## src/rtl/sram_bist.sv

```systemverilog
// rtl/sram_bist.sv - march-test BIST engine for a single-port SRAM
// Drives ADDR/WE/DIN of a registered-output, read-first SRAM and checks DOUT.
// March: W0 (w BG up), RW_UP (r BG, w ~BG up), RW_DN (r ~BG, w BG down), RD (r BG up).
// Ports:
//   CLK, RST (async active-high), START (one-cycle run request)
//   BUSY (run in progress), DONE (end-of-run pulse), PASS (valid from DONE)
//   ERR_CNT (saturating mismatch count), FAIL_ADDR/FAIL_EXP/FAIL_GOT (first mismatch)
//   ADDR, WE, DIN (registered SRAM drive), DOUT (SRAM read data)
// Option: define BIST_STOP_ON_FAIL_EN to end the run on the first mismatch.
module sram_bist #(
  parameter int                ADDR_W = 10,
  parameter int                DATA_W = 8,
  parameter int                DEPTH  = 1024,
  parameter logic [DATA_W-1:0] BG     = DATA_W'(8'h00)
) (
  input  logic              CLK,
  input  logic              RST,
  input  logic              START,
  output logic              BUSY,
  output logic              DONE,
  output logic              PASS,
  output logic [7:0]        ERR_CNT,
  output logic [ADDR_W-1:0] FAIL_ADDR,
  output logic [DATA_W-1:0] FAIL_EXP,
  output logic [DATA_W-1:0] FAIL_GOT,
  output logic [ADDR_W-1:0] ADDR,
  output logic              WE,
  output logic [DATA_W-1:0] DIN,
  input  logic [DATA_W-1:0] DOUT
);

  typedef enum logic [2:0] {
    S_IDLE, S_W0, S_RW_UP, S_RW_DN, S_RD, S_DRAIN, S_FIN
  } state_t;

  localparam logic [ADDR_W-1:0] LAST_ADDR = ADDR_W'(DEPTH - 1);

  // state_q describes the bus cycle currently driven by addr_q/we_q/din_q.
  state_t              state_q, state_d;
  logic                phase_q, phase_d;   // RW elements: 0 = read cycle, 1 = write cycle
  logic [ADDR_W-1:0]   addr_q, addr_d;
  logic                we_q, we_d;
  logic [DATA_W-1:0]   din_q, din_d;
  logic [7:0]          err_cnt_q, err_cnt_d;
  logic [ADDR_W-1:0]   fail_addr_q, fail_addr_d;
  logic [DATA_W-1:0]   fail_exp_q, fail_exp_d;
  logic [DATA_W-1:0]   fail_got_q, fail_got_d;
  logic                pass_q, pass_d;

  logic                cmp_en;
  logic [ADDR_W-1:0]   cmp_addr;
  logic [DATA_W-1:0]   cmp_exp;
  logic                mismatch;

  always_comb begin
    state_d     = state_q;
    phase_d     = phase_q;
    addr_d      = addr_q;
    we_d        = we_q;
    din_d       = din_q;
    err_cnt_d   = err_cnt_q;
    fail_addr_d = fail_addr_q;
    fail_exp_d  = fail_exp_q;
    fail_got_d  = fail_got_q;
    pass_d      = pass_q;
    cmp_en      = 1'b0;
    cmp_addr    = addr_q;
    cmp_exp     = BG;

    case (state_q)
      S_IDLE: begin
        we_d = 1'b0;
        if (START) begin
          state_d     = S_W0;
          addr_d      = '0;
          we_d        = 1'b1;
          din_d       = BG;
          phase_d     = 1'b0;
          err_cnt_d   = '0;
          fail_addr_d = '0;
          fail_exp_d  = '0;
          fail_got_d  = '0;
          pass_d      = 1'b0;
        end
      end
      S_W0: begin
        if (addr_q == LAST_ADDR) begin
          state_d = S_RW_UP;
          addr_d  = '0;
          we_d    = 1'b0;
          phase_d = 1'b0;
        end else begin
          addr_d = addr_q + ADDR_W'(1);
        end
      end
      S_RW_UP: begin
        if (!phase_q) begin
          we_d    = 1'b1;
          din_d   = ~BG;
          phase_d = 1'b1;
        end else begin
          // DOUT now holds the read issued in the preceding read cycle.
          cmp_en  = 1'b1;
          cmp_exp = BG;
          we_d    = 1'b0;
          phase_d = 1'b0;
          if (addr_q == LAST_ADDR) begin
            state_d = S_RW_DN;
          end else begin
            addr_d = addr_q + ADDR_W'(1);
          end
        end
      end
      S_RW_DN: begin
        if (!phase_q) begin
          we_d    = 1'b1;
          din_d   = BG;
          phase_d = 1'b1;
        end else begin
          cmp_en  = 1'b1;
          cmp_exp = ~BG;
          we_d    = 1'b0;
          phase_d = 1'b0;
          if (addr_q == '0) begin
            state_d = S_RD;
          end else begin
            addr_d = addr_q - ADDR_W'(1);
          end
        end
      end
      S_RD: begin
        // Data for the previous address arrives now; address 0 has no predecessor.
        we_d     = 1'b0;
        cmp_en   = (addr_q != '0);
        cmp_addr = addr_q - ADDR_W'(1);
        cmp_exp  = BG;
        if (addr_q == LAST_ADDR) begin
          state_d = S_DRAIN;
        end else begin
          addr_d = addr_q + ADDR_W'(1);
        end
      end
      S_DRAIN: begin
        cmp_en  = 1'b1;
        cmp_exp = BG;
        we_d    = 1'b0;
        state_d = S_FIN;
      end
      S_FIN: begin
        state_d = S_IDLE;
        we_d    = 1'b0;
        addr_d  = '0;
        din_d   = '0;
      end
      default: begin
        state_d = S_IDLE;
        we_d    = 1'b0;
      end
    endcase

    mismatch = cmp_en && (DOUT != cmp_exp);
    if (mismatch) begin
      if (err_cnt_q != 8'hFF) begin
        err_cnt_d = err_cnt_q + 8'd1;
      end
      if (err_cnt_q == 8'd0) begin
        fail_addr_d = cmp_addr;
        fail_exp_d  = cmp_exp;
        fail_got_d  = DOUT;
      end
`ifdef BIST_STOP_ON_FAIL_EN
      state_d = S_FIN;
      we_d    = 1'b0;
      phase_d = 1'b0;
`endif
    end

    if (state_d == S_FIN) begin
      pass_d = (err_cnt_d == 8'd0);
    end
  end

  always_ff @(posedge CLK or posedge RST) begin
    if (RST) begin
      state_q     <= S_IDLE;
      phase_q     <= 1'b0;
      addr_q      <= '0;
      we_q        <= 1'b0;
      din_q       <= '0;
      err_cnt_q   <= '0;
      fail_addr_q <= '0;
      fail_exp_q  <= '0;
      fail_got_q  <= '0;
      pass_q      <= 1'b0;
    end else begin
      state_q     <= state_d;
      phase_q     <= phase_d;
      addr_q      <= addr_d;
      we_q        <= we_d;
      din_q       <= din_d;
      err_cnt_q   <= err_cnt_d;
      fail_addr_q <= fail_addr_d;
      fail_exp_q  <= fail_exp_d;
      fail_got_q  <= fail_got_d;
      pass_q      <= pass_d;
    end
  end

  assign BUSY      = (state_q != S_IDLE) && (state_q != S_FIN);
  assign DONE      = (state_q == S_FIN);
  assign PASS      = pass_q;
  assign ERR_CNT   = err_cnt_q;
  assign FAIL_ADDR = fail_addr_q;
  assign FAIL_EXP  = fail_exp_q;
  assign FAIL_GOT  = fail_got_q;
  assign ADDR      = addr_q;
  assign WE        = we_q;
  assign DIN       = din_q;

endmodule

```

## config.mk

```make
export PLATFORM = sky130hd
export DESIGN_NAME = sram_bist
export DESIGN_NICKNAME = d
export VERILOG_FILES = /design/src/rtl/sram_bist.sv
export SDC_FILE = /design/constraint.sdc
export NUM_CORES = 1
export LEC_CHECK = 0
export ABC_CLOCK_PERIOD_IN_PS = 3300
export CAP_MARGIN = 15
export CORE_ASPECT_RATIO = 1.2
export CORE_MARGIN = 2
export CORE_UTILIZATION = 41
export CTS_CLUSTER_DIAMETER = 60
export DETAILED_ROUTE_END_ITERATION = 10
export GPL_ROUTABILITY_DRIVEN = 0
export PLACE_DENSITY = 0.67
export SYNTH_ARGS = -nofsm -noshare
export SYNTH_HDL_FRONTEND = slang
export SYNTH_SLANG_ARGS = --single-unit
```

## constraint.sdc

```tcl
create_clock -name CLK -period 3.3 [get_ports CLK]
set_input_delay 0.495 -clock CLK [delete_from_list [all_inputs] [get_ports CLK]]
set_output_delay 0.495 -clock CLK [all_outputs]
set_load 0.01 [all_outputs]
```

# Yosys cells after proc, flatten, opt, wreduce, memory -nomap -nowiden
# Index checks and enable logic that the tools add are counted.
word_totals:
  inputBits: 11
  ram_bits: 0
  word_cells: 97
  rom_bits: 0
  reg_bits: 58
  output_inout_bits: 56
  memories: 0
  latchBits: 0
classes:
  eq_ne: 18
  add_sub_neg: 3
  reduce_logical: 18
  shifts: 0
  bitwise: 0
  magnitude_cmp: 0
  muxes: 48
  div_mod_pow: 0
  mul: 0
ops:
  columns: ["operator", "n"]
  rows:
  - ["8-bit two-way mux", 17]
  - ["10-bit two-way mux", 11]
  - ["10-bit case mux with 6 select lines", 1]
  - ["8-bit case mux with 4 select lines", 1]
  - ["3-bit two-way mux", 7]
  - ["3-bit case mux with 6 select lines", 1]
  - ["8-bit zero test", 2]
  - ["2-bit inequality test (second input constant)", 7]
  - ["3-bit == test (second input constant)", 4]
  - ["10-bit by 1-bit adder with 10-bit output (second input constant)", 1]
  - ["10-bit == test (second input constant)", 1]
  - ["10-bit zero test", 1]
  - ["10-bit nonzero test", 1]
  - ["10-bit by 1-bit subtractor with 10-bit output (second input constant)", 1]
  - ["1-bit case mux with 3 select lines", 3]
  - ["8-bit by 1-bit adder with 8-bit output (second input constant)", 1]
  - ["8-bit inequality test", 1]
  - ["8-bit inequality test (second input constant)", 1]
  - ["1-bit two-way mux", 7]
  - ["3-bit by 2-bit == test with 1-bit output (second input constant)", 2]
  - ["3-bit nonzero test", 2]
  - ["6-bit nonzero test", 1]
  - ["5-bit AND reduction", 1]
  - ["4-bit AND reduction", 1]
  - ["other kinds (9)", 11]

# Longest topological paths before layout
# Gate-level depths: netlist of run 1.
depth:
  ltp_word: 7
  ltp_mapped: 10
  depth_no_buf: 9

# Worst setup path after synthesis of run 1
# OpenSTA, ideal clock, no wires.
synth_timing:
  kind: "flip-flop to flip-flop"
  start: "register addr_q[0] (netlist: ADDR[0])"
  end: "register pass_q (netlist: PASS)"
  t_required_ns: 3.205
  n_path_buf: 0
  setup_time_ns: 0.095
  slack_ns: 0.463
  arrival_ns: 2.742
  stages_incl_launch_ff: 10
  period_less_slack_ns: 2.837
  path_cell_list: "dfrtp_1 -> inv_1 -> ha_1 -> or4b_4 -> nor4_4 -> o21a_4 -> nor2_2 -> a221o_1 -> or4b_1 -> o31ai_1"
synth_between:
  word_cells_on_any_way: 19
  cone_classes: "eq/ne (2); mux (10); reduce/logical (7)"
synth_rtl:
  columns: ["element", "line", "rtl"]
  rows:
  - ["start: declaration", "41", "logic [ADDR_W-1:0] addr_q, addr_d;"]
  - ["start signal: assignment", "198", "addr_q <= addr_d;"]
  - ["10-bit nonzero test", "134", "cmp_en = (addr_q != '0);"]
  - ["1-bit case mux with 3 select lines", "70", "case (state_q)"]
  - ["1-bit logical AND", "161", "mismatch = cmp_en && (DOUT != cmp_exp);"]
  - ["8-bit two-way mux", "162", "if (mismatch) begin"]
  - ["named net err_cnt_d[2]", "44", "logic [7:0] err_cnt_q, err_cnt_d;"]
  - ["8-bit zero test", "179", "pass_d = (err_cnt_d == 8'd0);"]
  - ["1-bit two-way mux", "178", "if (state_d == S_FIN) begin"]
  - ["end signal: assignment", "205", "pass_q <= pass_d;"]
  - ["end: declaration", "48", "logic pass_q, pass_d;"]
# The timed path passes the listed nets, and every way through them passes these cells.
# A chain may end at the register's enable or synchronous reset.

# Worst setup path in the final report of run 1
# Ends and elaborated chain as after synthesis.

==> results of run 1 <==
## worst max-delay path, cell delays in order (launching register included)
cell and delay [ns]:
dfrtp_1 0.48, inv_1 0.09, ha_1 0.23, or4b_4 0.55, nor4_4 0.27, o21a_4 0.22
nor2_2 0.07, a221o_1 0.34, or4b_1 0.51, o31ai_1 0.23
## registers in the layout, summed over array words and instances (netlist names)
| signal | cells |
|---|---|
| ADDR | 10 |
| FAIL_ADDR | 10 |
| ERR_CNT | 8 |
| FAIL_EXP | 8 |
| FAIL_GOT | 8 |
| state_q | 3 |
| DIN | 1 |
| PASS | 1 |
| WE | 1 |
| phase_q | 1 |
## metrics by stage
stage	instance area, µm²	cells	power [mW]	worst slack [ns]	hold WS [ns]
CTS	4006	519	1.168	0.1950	0.4893
detailed placement	3885	511	0.6942	0.2109	0.4643
global placement	3885	511	0.6938	0.2461	0.4545
finish	4013	519	1.149	0.2127	0.4863
global route	4013	519	1.194	0.03184	0.5264
floorplan	3133	368	0.6615	0.4630	0.5070
## power by group
part           total, mW  switching (mW)  leakage [nW]  internal [mW]
clock network      0.469           0.219        0.0618          0.250
logic             0.0479          0.0250         0.918         0.0229
registers          0.633         0.00292         0.649          0.630
total               1.15           0.247          1.63          0.902
## worst max-delay path by stage
stage            start       to  slack (ns)  cells after the start
2_1_floorplan  ADDR[0]     PASS        0.46                      9
3_3_place_gp   ADDR[0]  ADDR[9]        0.25                      8
3_5_place_dp   DOUT[2]     PASS        0.21                      8
4_1_cts        ADDR[0]     PASS        0.19                      9
5_1_grt        ADDR[0]  ADDR[7]        0.03                      9
6_report       ADDR[0]     PASS        0.21                      9
## cell families (layout without fill, tap and decap cells)
group                    count (synthesis)  count (layout)
flip-flops                              51              51
adder cells (fa/ha/maj)                  7               7
buffers and inverters                   42             103
XOR/XNOR                                11              11
AO/OA/AOI/OAI                           84              84
multiplexers                             1               1
AND/OR/NAND/NOR                        172             172
## layer usage
metal  global-route usage, %  up-vias  share of wire [%]
li1                        -     1434                  -
met1                   26.27     1432                 44
met2                   34.83       91                 50
met3                   3.568        9                4.6
met4                   6.328        0                1.5
met5                       0        -                  0
## cell usage in the layout, fill, tap and decap left out, types with 2 or more instances in the layout
cell type and count:
ha_1 7, nor2b_1 4, inv_1 9, nand4b_1 2, nor2_1 25, or4_1 2
nor4b_1 2, and2_1 3, dfrtp_1 51, o221ai_1 5, a32o_1 5, a221o_2 2
a2bb2oi_1 2, o21ai_0 31, nand2_1 65, a22o_1 3, a221o_1 6, a31oi_1 3
buf_4 18, nor3_1 8, or3_1 7, nand3b_1 2, clkdlybuf4s50_1 66, nand2b_1 4
nor4_2 2, a211oi_1 2, a21oi_1 10, nand4_1 5, o22ai_1 2, xnor2_1 3
nor4_1 6, nand3_1 20, and3_1 5, xor2_1 8, nor3b_1 3, clkbuf_8 6
## cell type report
| class | instances | area share (%) |
|---|---|---|
| Tap cell | 90 | 2.806 |
| Clock inverter | 2 | 0.9666 |
| Clock buffer | 6 | 2.058 |
| Multi-Input combinational cell | 275 | 41.50 |
| Timing Repair Buffer | 84 | 19.83 |
| Inverter | 11 | 1.029 |
| Sequential cell | 51 | 31.81 |
==> flow_summary.ini, run 1 <==
[setup_path]
r2r-end = PASS
start_kind = flip-flop
end_kind = flip-flop
regToRegSetupSlack_ns = 0.21
critPathRequiredTime_ns = 3.52
crit_type = flip-flop to flip-flop
r2r-start = ADDR[0]
worst_ep_arrival_time_ns = 3.30
reg2reg_depth = 9
path_max_fanout = 8

[cells_and_area]
multi_input_area_um2 = 1665
nets = 446
area_growth_pct = 28.08
antenna_cells = 0
fin_util_pct = 54.84
ff_latch_area_um2 = 1276
drive_gt1_share_pct = 9.324
fillerInstances = 683

[timing]
fin_tns_setup_ns = 0
slew_violations = 0
max_freq_mhz = 323.9
fin_skew_ns = 0.006392
hold_viol = 0
rsz0062_at_grt = no
finalCriticalPeriod_ns = 3.087
fin_crit_sh_pct = 93.55
setup_viol = 0
tightest_slew_ns = 0.8619
slew_headroom_pct = 42.16

[synth]
synth-edff-count = 0
synth_compound_area_share_pct = 18.81
synth-seq-cells = 51
synth_flop_cell = dfrtp_1
synthArstFlopShare_pct = 100.0
synth_top_area_share_pct = 40.73
synthXorXnorAreaFrac_pct = 3.075
synth_top_cell_by_area = dfrtp_1
yosysMostFrequentCell = nand2_1
synth_seq_area_share_pct = 40.73
synthCells = 368
synthMuxAreaShare_pct = 0.3594
ys_top_cells_by_area = dfrtp_1 (41%), nand2_1 (7.8%), o21ai_0 (5.0%)
yosysWarnings = 0
syn_area_um2 = 3133
synthAdderAreaFrac_pct = 2.796
syn_area_per_cell_um2 = 8.514
synth_nets = 386
ys_types = 59
synth-simple-area-share_pct = 27.72
synth_commonest_cells = nand2_1 (65), dfrtp_1 (51), o21ai_0 (31), nor2_1 (25), nand3_1 (20)
synth_top_family_by_area = simple AND/OR/NAND/NOR gates

[global_routing]
grt_max_degree = 32
first_global_vias = 2773
grt_overflow = 0
antenna_found_initial = 0
grtUsageTotal_pct = 20.33
grt_pass1_wl_um = 13800

[floorplan]
initial_utilization_pct = 42.82
fp.dieW_um = 83.80
dieArea_um2 = 8360
num_rows = 34
core_area_um2 = 7317
die_height_um = 99.76
ios = 67

[run_status]
status = finished, final reports clean

[detailed_routing]
ant_nets = 0
drtIter0Drc = 142
wl_um = 8437
vias_per_cell = 5.715
wl_per_cell_um = 16.26
drc_errors = 0
via_count = 2966
first_pass_iters = 5

[clock_network]
ctsResizeCount = 0
ctsRootBufferMaster = clkbuf_8
cts_hold_buf = 0
cts.sinks = 51
cts_max_level = 2
insertion_delay_ns = 0.30
numCtsBuffers = 5
cts_buffer_depth = 2
clk_pin_slew_ns = 0.10
cts_setup_buffers = 0
cts_tree = done

[power_and_ir_drop]
p_per_area_nw_per_um2 = 286.4
power.leakage_nw = 1.629
ir_drop_v = 0.0002291

[min_path]
whs_endpoint = FAIL_EXP[0]
whs_path_depth = 2
worstHoldStart = FAIL_EXP[0]
min_path_type = flip-flop to flip-flop

[placed_design]
io_buffers = 66
dp_hpwl_um = 6026

[job]
cap_violations = 0
Note: power is estimated with default switching activity, not from simulation.
==> run 2: changes to the inputs <==
--- a/config.mk
+++ b/config.mk
@@ -6,14 +6,15 @@
 export NUM_CORES = 1
 export LEC_CHECK = 0
 export ABC_CLOCK_PERIOD_IN_PS = 3300
-export CAP_MARGIN = 15
+export CAP_MARGIN = 5
 export CORE_ASPECT_RATIO = 1.2
 export CORE_MARGIN = 2
-export CORE_UTILIZATION = 41
+export CORE_UTILIZATION = 40
 export CTS_CLUSTER_DIAMETER = 60
 export DETAILED_ROUTE_END_ITERATION = 10
 export GPL_ROUTABILITY_DRIVEN = 0
-export PLACE_DENSITY = 0.67
+export PLACE_DENSITY = 0.65
+export REMOVE_ABC_BUFFERS = 1
 export SYNTH_ARGS = -nofsm -noshare
 export SYNTH_HDL_FRONTEND = slang
 export SYNTH_SLANG_ARGS = --single-unit
==> run 2 against run 1 <==
Compared with the run above: setup slack got worse by 0.0045 ns; total power decreased by 1.3%; critical path depth unchanged; design area about the same; largest cell class unchanged; cell count increased by 0.39%; worst hold slack got worse by 0.0098 ns; die area increased by 2.4%; count of clock-buffer cells in the layout decreased by 1; sequential power about the same; sequential share of layout area about the same; largest power group unchanged.
==> flow_summary.ini, run 2 (same netlist as run 1, synthesis figures left out) <==
[run_status]
status = finished, final reports clean

[detailed_routing]
vias_per_cell = 5.662
wl_per_cell_um = 15.65
drtIter0Drc = 113
drc_errors = 0
wl_um = 8156
first_pass_iters = 4
via_count = 2950
ant_nets = 0

[power_and_ir_drop]
power.leakage_nw = 1.624
finalPower_mw = 1.134
clock_power_share_pct = 40.0
combPwrFrac_pct = 4.2
p_switching_uw = 251.2
ir_drop_v = 0.0001841
switching_share_pct = 22.16
intPower_uw = 882.7
p_per_area_nw_per_um2 = 282.7
seqPwrFrac_pct = 55.8

[floorplan]
core_area_um2 = 7620
ios = 67
initial_utilization_pct = 41.12
dieArea_um2 = 8560
fp.dieW_um = 84.79
num_rows = 35
die_height_um = 101.0

[cells_and_area]
final_cell_mix = clkdlybuf4s50_1 (66), nand2_1 (65), dfrtp_1 (50), o21ai_0 (31), nor2_1 (25)
drive_gt1_share_pct = 9.557
ff_latch_area_um2 = 1277
fillerInstances = 734
final_cell_area_um2 = 4011
antenna_cells = 0
multi_input_area_um2 = 1665
area_growth_pct = 28.04
nets = 446
mostFrequentLayoutCell = clkdlybuf4s50_1

[job]
cap_violations = 0

[timing]
tightest_slew_ns = 0.7981
fin_crit_sh_pct = 93.69
finalCriticalPeriod_ns = 3.092
slew_violations = 0
fin_skew_ns = 0.004584
max_freq_mhz = 323.4
setup_viol = 0
fin_tns_setup_ns = 0
setup_slack_ns = 0.2082
rsz0062_at_grt = no
slew_headroom_pct = 46.60
hold_viol = 0

[clock_network]
ctsRootBufferMaster = clkbuf_8
cts.sinks = 51
cts_buffer_depth = 2
numCtsBuffers = 5
clk_pin_slew_ns = 0.10
cts_tree = done
insertion_delay_ns = 0.31
cts_max_level = 2

[global_routing]
grt_overflow = 0
grt_max_degree = 33
grt_pass1_wl_um = 13530
grtUsageTotal_pct = 19.32
first_global_vias = 2776
antenna_found_initial = 0

[setup_path]
crit_path_max_incr_delay_ns = 0.54
critical_path_depth = 9
r2r-end = PASS
end_kind = flip-flop
cp_slowest_cell = or4b_4
crit_start = ADDR[0]
endpoint = PASS
path_cells = inv_1 > ha_1 > or4b_4 > nor4_4 > o21a_4 > nor2_2 > a221o_1 > or4b_1 > o31ai_1
crit_type = flip-flop to flip-flop
critPathBufInv = 1
r2r-start = ADDR[0]
regToRegSetupSlack_ns = 0.21
path_max_fanout = 8
cp_top_family = simple AND/OR/NAND/NOR gates
critPathRequiredTime_ns = 3.52
worst_ep_arrival_time_ns = 3.31
reg2reg_depth = 9
start_kind = flip-flop

[placed_design]
place_ws_ns = 0.2116
dp_hpwl_um = 5827
io_buffers = 66
post_dp_cell_area_um2 = 3887

[min_path]
min_path_type = flip-flop to flip-flop
## run 2: cell types whose count changed in the layout (fill, tap and decap cells not counted), sizes merged
cell,previous run,this run
clkinv,1,2
clkbuf,6,5
## run 2: stage by stage
stage / util, % / instances / hold WS (ns)
2_1_floorplan: - / 337 / 0.5070
3_3_place_gp: 51.02 / 513 / 0.4547
3_5_place_dp: 51.02 / 513 / 0.4635
4_1_cts: 52.55 / 521 / 0.4868
5_1_grt: 52.64 / 521 / 0.5181
6_report: 52.64 / 521 / 0.4765
## run 2: worst min path at each step
| stage | start | endpoint | slack (ns) | depth (start not counted) |
|---|---|---|---|---|
| detailed placement | FAIL_EXP[6] | FAIL_EXP[6] | 0.46 | 2 |
| CTS | FAIL_EXP[6] | FAIL_EXP[6] | 0.49 | 2 |
| floorplan | FAIL_EXP[6] | FAIL_EXP[6] | 0.51 | 2 |
| global route | RST | FAIL_EXP[4] | 0.52 | 2 |
| finish | FAIL_EXP[6] | FAIL_EXP[6] | 0.48 | 2 |
| global placement | FAIL_EXP[6] | FAIL_EXP[6] | 0.45 | 2 |
## run 2: area by class of cell
class / instances / share of cell area (%)
flip-flops and latches: 51 / 31.85
multi-input cells: 275 / 41.52
clock buffers: 5 / 1.716
repair buffers: 84 / 19.84
inverters: 11 / 1.029
clock inverters: 3 / 1.185
well taps: 92 / 2.870
## run 2: metal layers
metal | wire, µm | vias up | track usage, % | share of wire, %
li1 | - | 1437 | - | -
met1 | 3661 | 1424 | 24.70 | 45
met2 | 4044 | 81 | 34.10 | 50
met3 | 383 | 8 | 3.112 | 4.7
met4 | 67 | 0 | 4.884 | 0.82
met5 | 0 | - | 0 | 0
## run 2: repair_timing
item                       4_1_cts  5_1_grt
hold buffers                     0        0
setup endpoints to repair        0        2
gates resized for setup          0        2
setup buffers                    0        0
hold endpoints to repair         0        0
## run 2: worst register-to-register path: stages (launching register included)
cell	delay, ns
dfrtp_2	0.49
inv_1	0.09
ha_1	0.21
or4b_4	0.54
nor4_4	0.29
o21a_4	0.22
nor2_2	0.07
a221o_1	0.35
or4b_1	0.51
o31ai_1	0.23
## run 2: power groups by stage
stage / combinational (mW) / clock, mW / sequential (mW)
2_1_floorplan: 0.0142 / 0 / 0.647
3_3_place_gp: 0.0489 / 0 / 0.645
3_5_place_dp: 0.0489 / 0 / 0.645
5_1_grt: 0.0534 / 0.491 / 0.633
6_report: 0.0477 / 0.454 / 0.632
4_1_cts: 0.0491 / 0.463 / 0.632
==> run 3: changes to the inputs <==
--- a/config.mk
+++ b/config.mk
@@ -8,12 +8,12 @@
 export ABC_CLOCK_PERIOD_IN_PS = 3300
 export CAP_MARGIN = 5
 export CORE_ASPECT_RATIO = 1.2
-export CORE_MARGIN = 2
+export CORE_MARGIN = 3
 export CORE_UTILIZATION = 40
 export CTS_CLUSTER_DIAMETER = 60
 export DETAILED_ROUTE_END_ITERATION = 10
 export GPL_ROUTABILITY_DRIVEN = 0
-export PLACE_DENSITY = 0.65
+export PLACE_DENSITY_LB_ADDON = 0.12
 export REMOVE_ABC_BUFFERS = 1
 export SYNTH_ARGS = -nofsm -noshare
 export SYNTH_HDL_FRONTEND = slang
==> run 3 against run 2 <==
Compared with the run above: critical path depth unchanged; worst hold slack improved by 0.0089 ns; first-iteration DRC count increased by 36%; count of clock-buffer cells in the layout unchanged; maximum frequency decreased by 1.4%; clock skew increased by 0.0015 ns; core utilization increased by 0.95 points; sequential cell count unchanged; sequential power about the same; cell count decreased by 0.19%; clock power decreased by 13%; combinational power increased by 3%; critical endpoint unchanged.
==> flow_summary.ini, run 3 (same netlist as run 1, synthesis figures left out) <==
[run_status]
status = finished, final reports clean

[setup_path]
worst_ep_arrival_time_ns = 3.36
crit_path_max_incr_delay_ns = 0.54
r2r-start = ADDR[0]
regToRegSetupSlack_ns = 0.16
critPathRequiredTime_ns = 3.52
reg2reg_depth = 9
cp_slowest_cell = or4b_4
path_max_fanout = 8
critPathBufInv = 1
end_kind = flip-flop
path_cells = inv_1 > ha_1 > or4b_4 > nor4_4 > o21a_4 > nor2_2 > a221o_1 > or4b_1 > o31ai_1
cp_top_family = simple AND/OR/NAND/NOR gates
r2r-end = PASS
start_kind = flip-flop
crit_type = flip-flop to flip-flop

[clock_network]
cts_hold_buf = 0
cts_max_level = 2
clk_pin_slew_ns = 0.11
insertion_delay_ns = 0.31
ctsResizeCount = 0
ctsRootBufferMaster = clkbuf_8
cts_tree = done
cts_setup_buffers = 0
numCtsBuffers = 5
cts.sinks = 51
cts_buffer_depth = 2

[detailed_routing]
vias_per_cell = 5.625
drtIter0Drc = 154
wl_um = 8393
first_pass_iters = 5
wl_per_cell_um = 16.14
ant_nets = 0
via_count = 2925
drc_errors = 0

[global_routing]
antenna_found_initial = 0
grt_max_degree = 29
grt_overflow = 0
grt_pass1_wl_um = 13940
first_global_vias = 2773
grtUsageTotal_pct = 19.48

[min_path]
whs_path_depth = 2
whs_endpoint = FAIL_EXP[2]
worstHoldStart = FAIL_EXP[2]
min_path_type = flip-flop to flip-flop

[floorplan]
fp.dieW_um = 86.79
core_area_um2 = 7445
initial_utilization_pct = 42.08
die_height_um = 103.0
dieArea_um2 = 8935
ios = 67
num_rows = 34

[cells_and_area]
mostFrequentLayoutCell = clkdlybuf4s50_1
final_cell_mix = clkdlybuf4s50_1 (66), nand2_1 (65), dfrtp_1 (51), o21ai_0 (31), nor2_1 (25)
nets = 447
final_cell_area_um2 = 3990
antenna_cells = 0
drive_gt1_share_pct = 9.302
area_growth_pct = 27.36

[power_and_ir_drop]
seqPwrFrac_pct = 58.7
switching_share_pct = 24.67
power.leakage_nw = 1.622
clock_power_share_pct = 36.7
ir_drop_v = 0.0002079
p_switching_uw = 265.6
intPower_uw = 811.2
finalPower_mw = 1.077
p_per_area_nw_per_um2 = 269.9
combPwrFrac_pct = 4.5

[timing]
fin_crit_sh_pct = 95.03
max_freq_mhz = 318.9
tightest_slew_ns = 0.8209
finalCriticalPeriod_ns = 3.136
rsz0062_at_grt = no
hold_viol = 0
setup_viol = 0
slew_violations = 0
slew_headroom_pct = 44.90
fin_tns_setup_ns = 0
fin_skew_ns = 0.006069

[job]
cap_violations = 0

[placed_design]
post_dp_cell_area_um2 = 3892
io_buffers = 66
dp_hpwl_um = 6074
==> run 3: changes by cell type in the layout (fill, tap and decap cells not counted) <==
cell,change
dfrtp_2,-1
bufinv_16,-1
nor4_2,-1
buf_4,+1
dfrtp_1,+1
clkinv_4,+1
nor4_1,+1
inv_6,-1
inv_8,+1
==> run 3: area by class of cell <==
| type | count | area, µm² |
|---|---|---|
| clock buffers | 5 | 68.82 |
| clock inverters | 3 | 28.78 |
| fillers | 705 | 3455 |
| inverters | 11 | 41.29 |
| multi-input cells | 275 | 1659 |
| flip-flops and latches | 51 | 1276 |
| well taps | 90 | 112.6 |
| repair buffers | 85 | 803.3 |
==> run 3: worst min-delay path, delay by kind of cell, from the launching register on <==
family,cells,cell delay (ns)
flops,1,0.36
simple gates,2,0.10
==> run 3: worst max path at each step <==
stage	start	end	slack, ns	cells past startpoint
global route	ADDR[0]	PASS	0.04	9
global placement	ADDR[0]	PASS	0.23	9
detailed placement	DOUT[0]	PASS	0.16	8
finish	ADDR[0]	PASS	0.16	9
floorplan	ADDR[0]	ADDR[9]	-0.41	8
CTS	ADDR[0]	PASS	0.17	9
==> run 3: power by group through the flow <==
stage	Sequential [mW]	Combinational (mW)	Clock, mW
5_1_grt	0.633	0.0547	0.431
3_3_place_gp	0.644	0.0497	0
3_5_place_dp	0.645	0.0501	0
4_1_cts	0.633	0.0504	0.410
2_1_floorplan	0.647	0.0142	0
6_report	0.632	0.0489	0.395
==> run 3: metrics by stage <==
step / cells / hold WS, ns / util, % / setup WS [ns]
final: 520 / 0.4854 / 53.60 / 0.1640
after global routing: 520 / 0.5219 / 53.60 / 0.03941
after CTS: 520 / 0.4926 / 53.60 / 0.1664
after detailed placement: 512 / 0.4675 / 52.29 / 0.1636
after global placement: 512 / 0.4602 / 52.29 / 0.2332
after floorplan: 337 / 0.5070 / - / -0.4130
==> run 3: routing by layer <==
layer	routed length, µm	track usage (%)	vias to the layer above
met5	0	0	-
met4	59	5.036	0
met3	307	2.638	5
met2	4162	32.44	67
met1	3864	26.64	1411
li1	-	-	1442
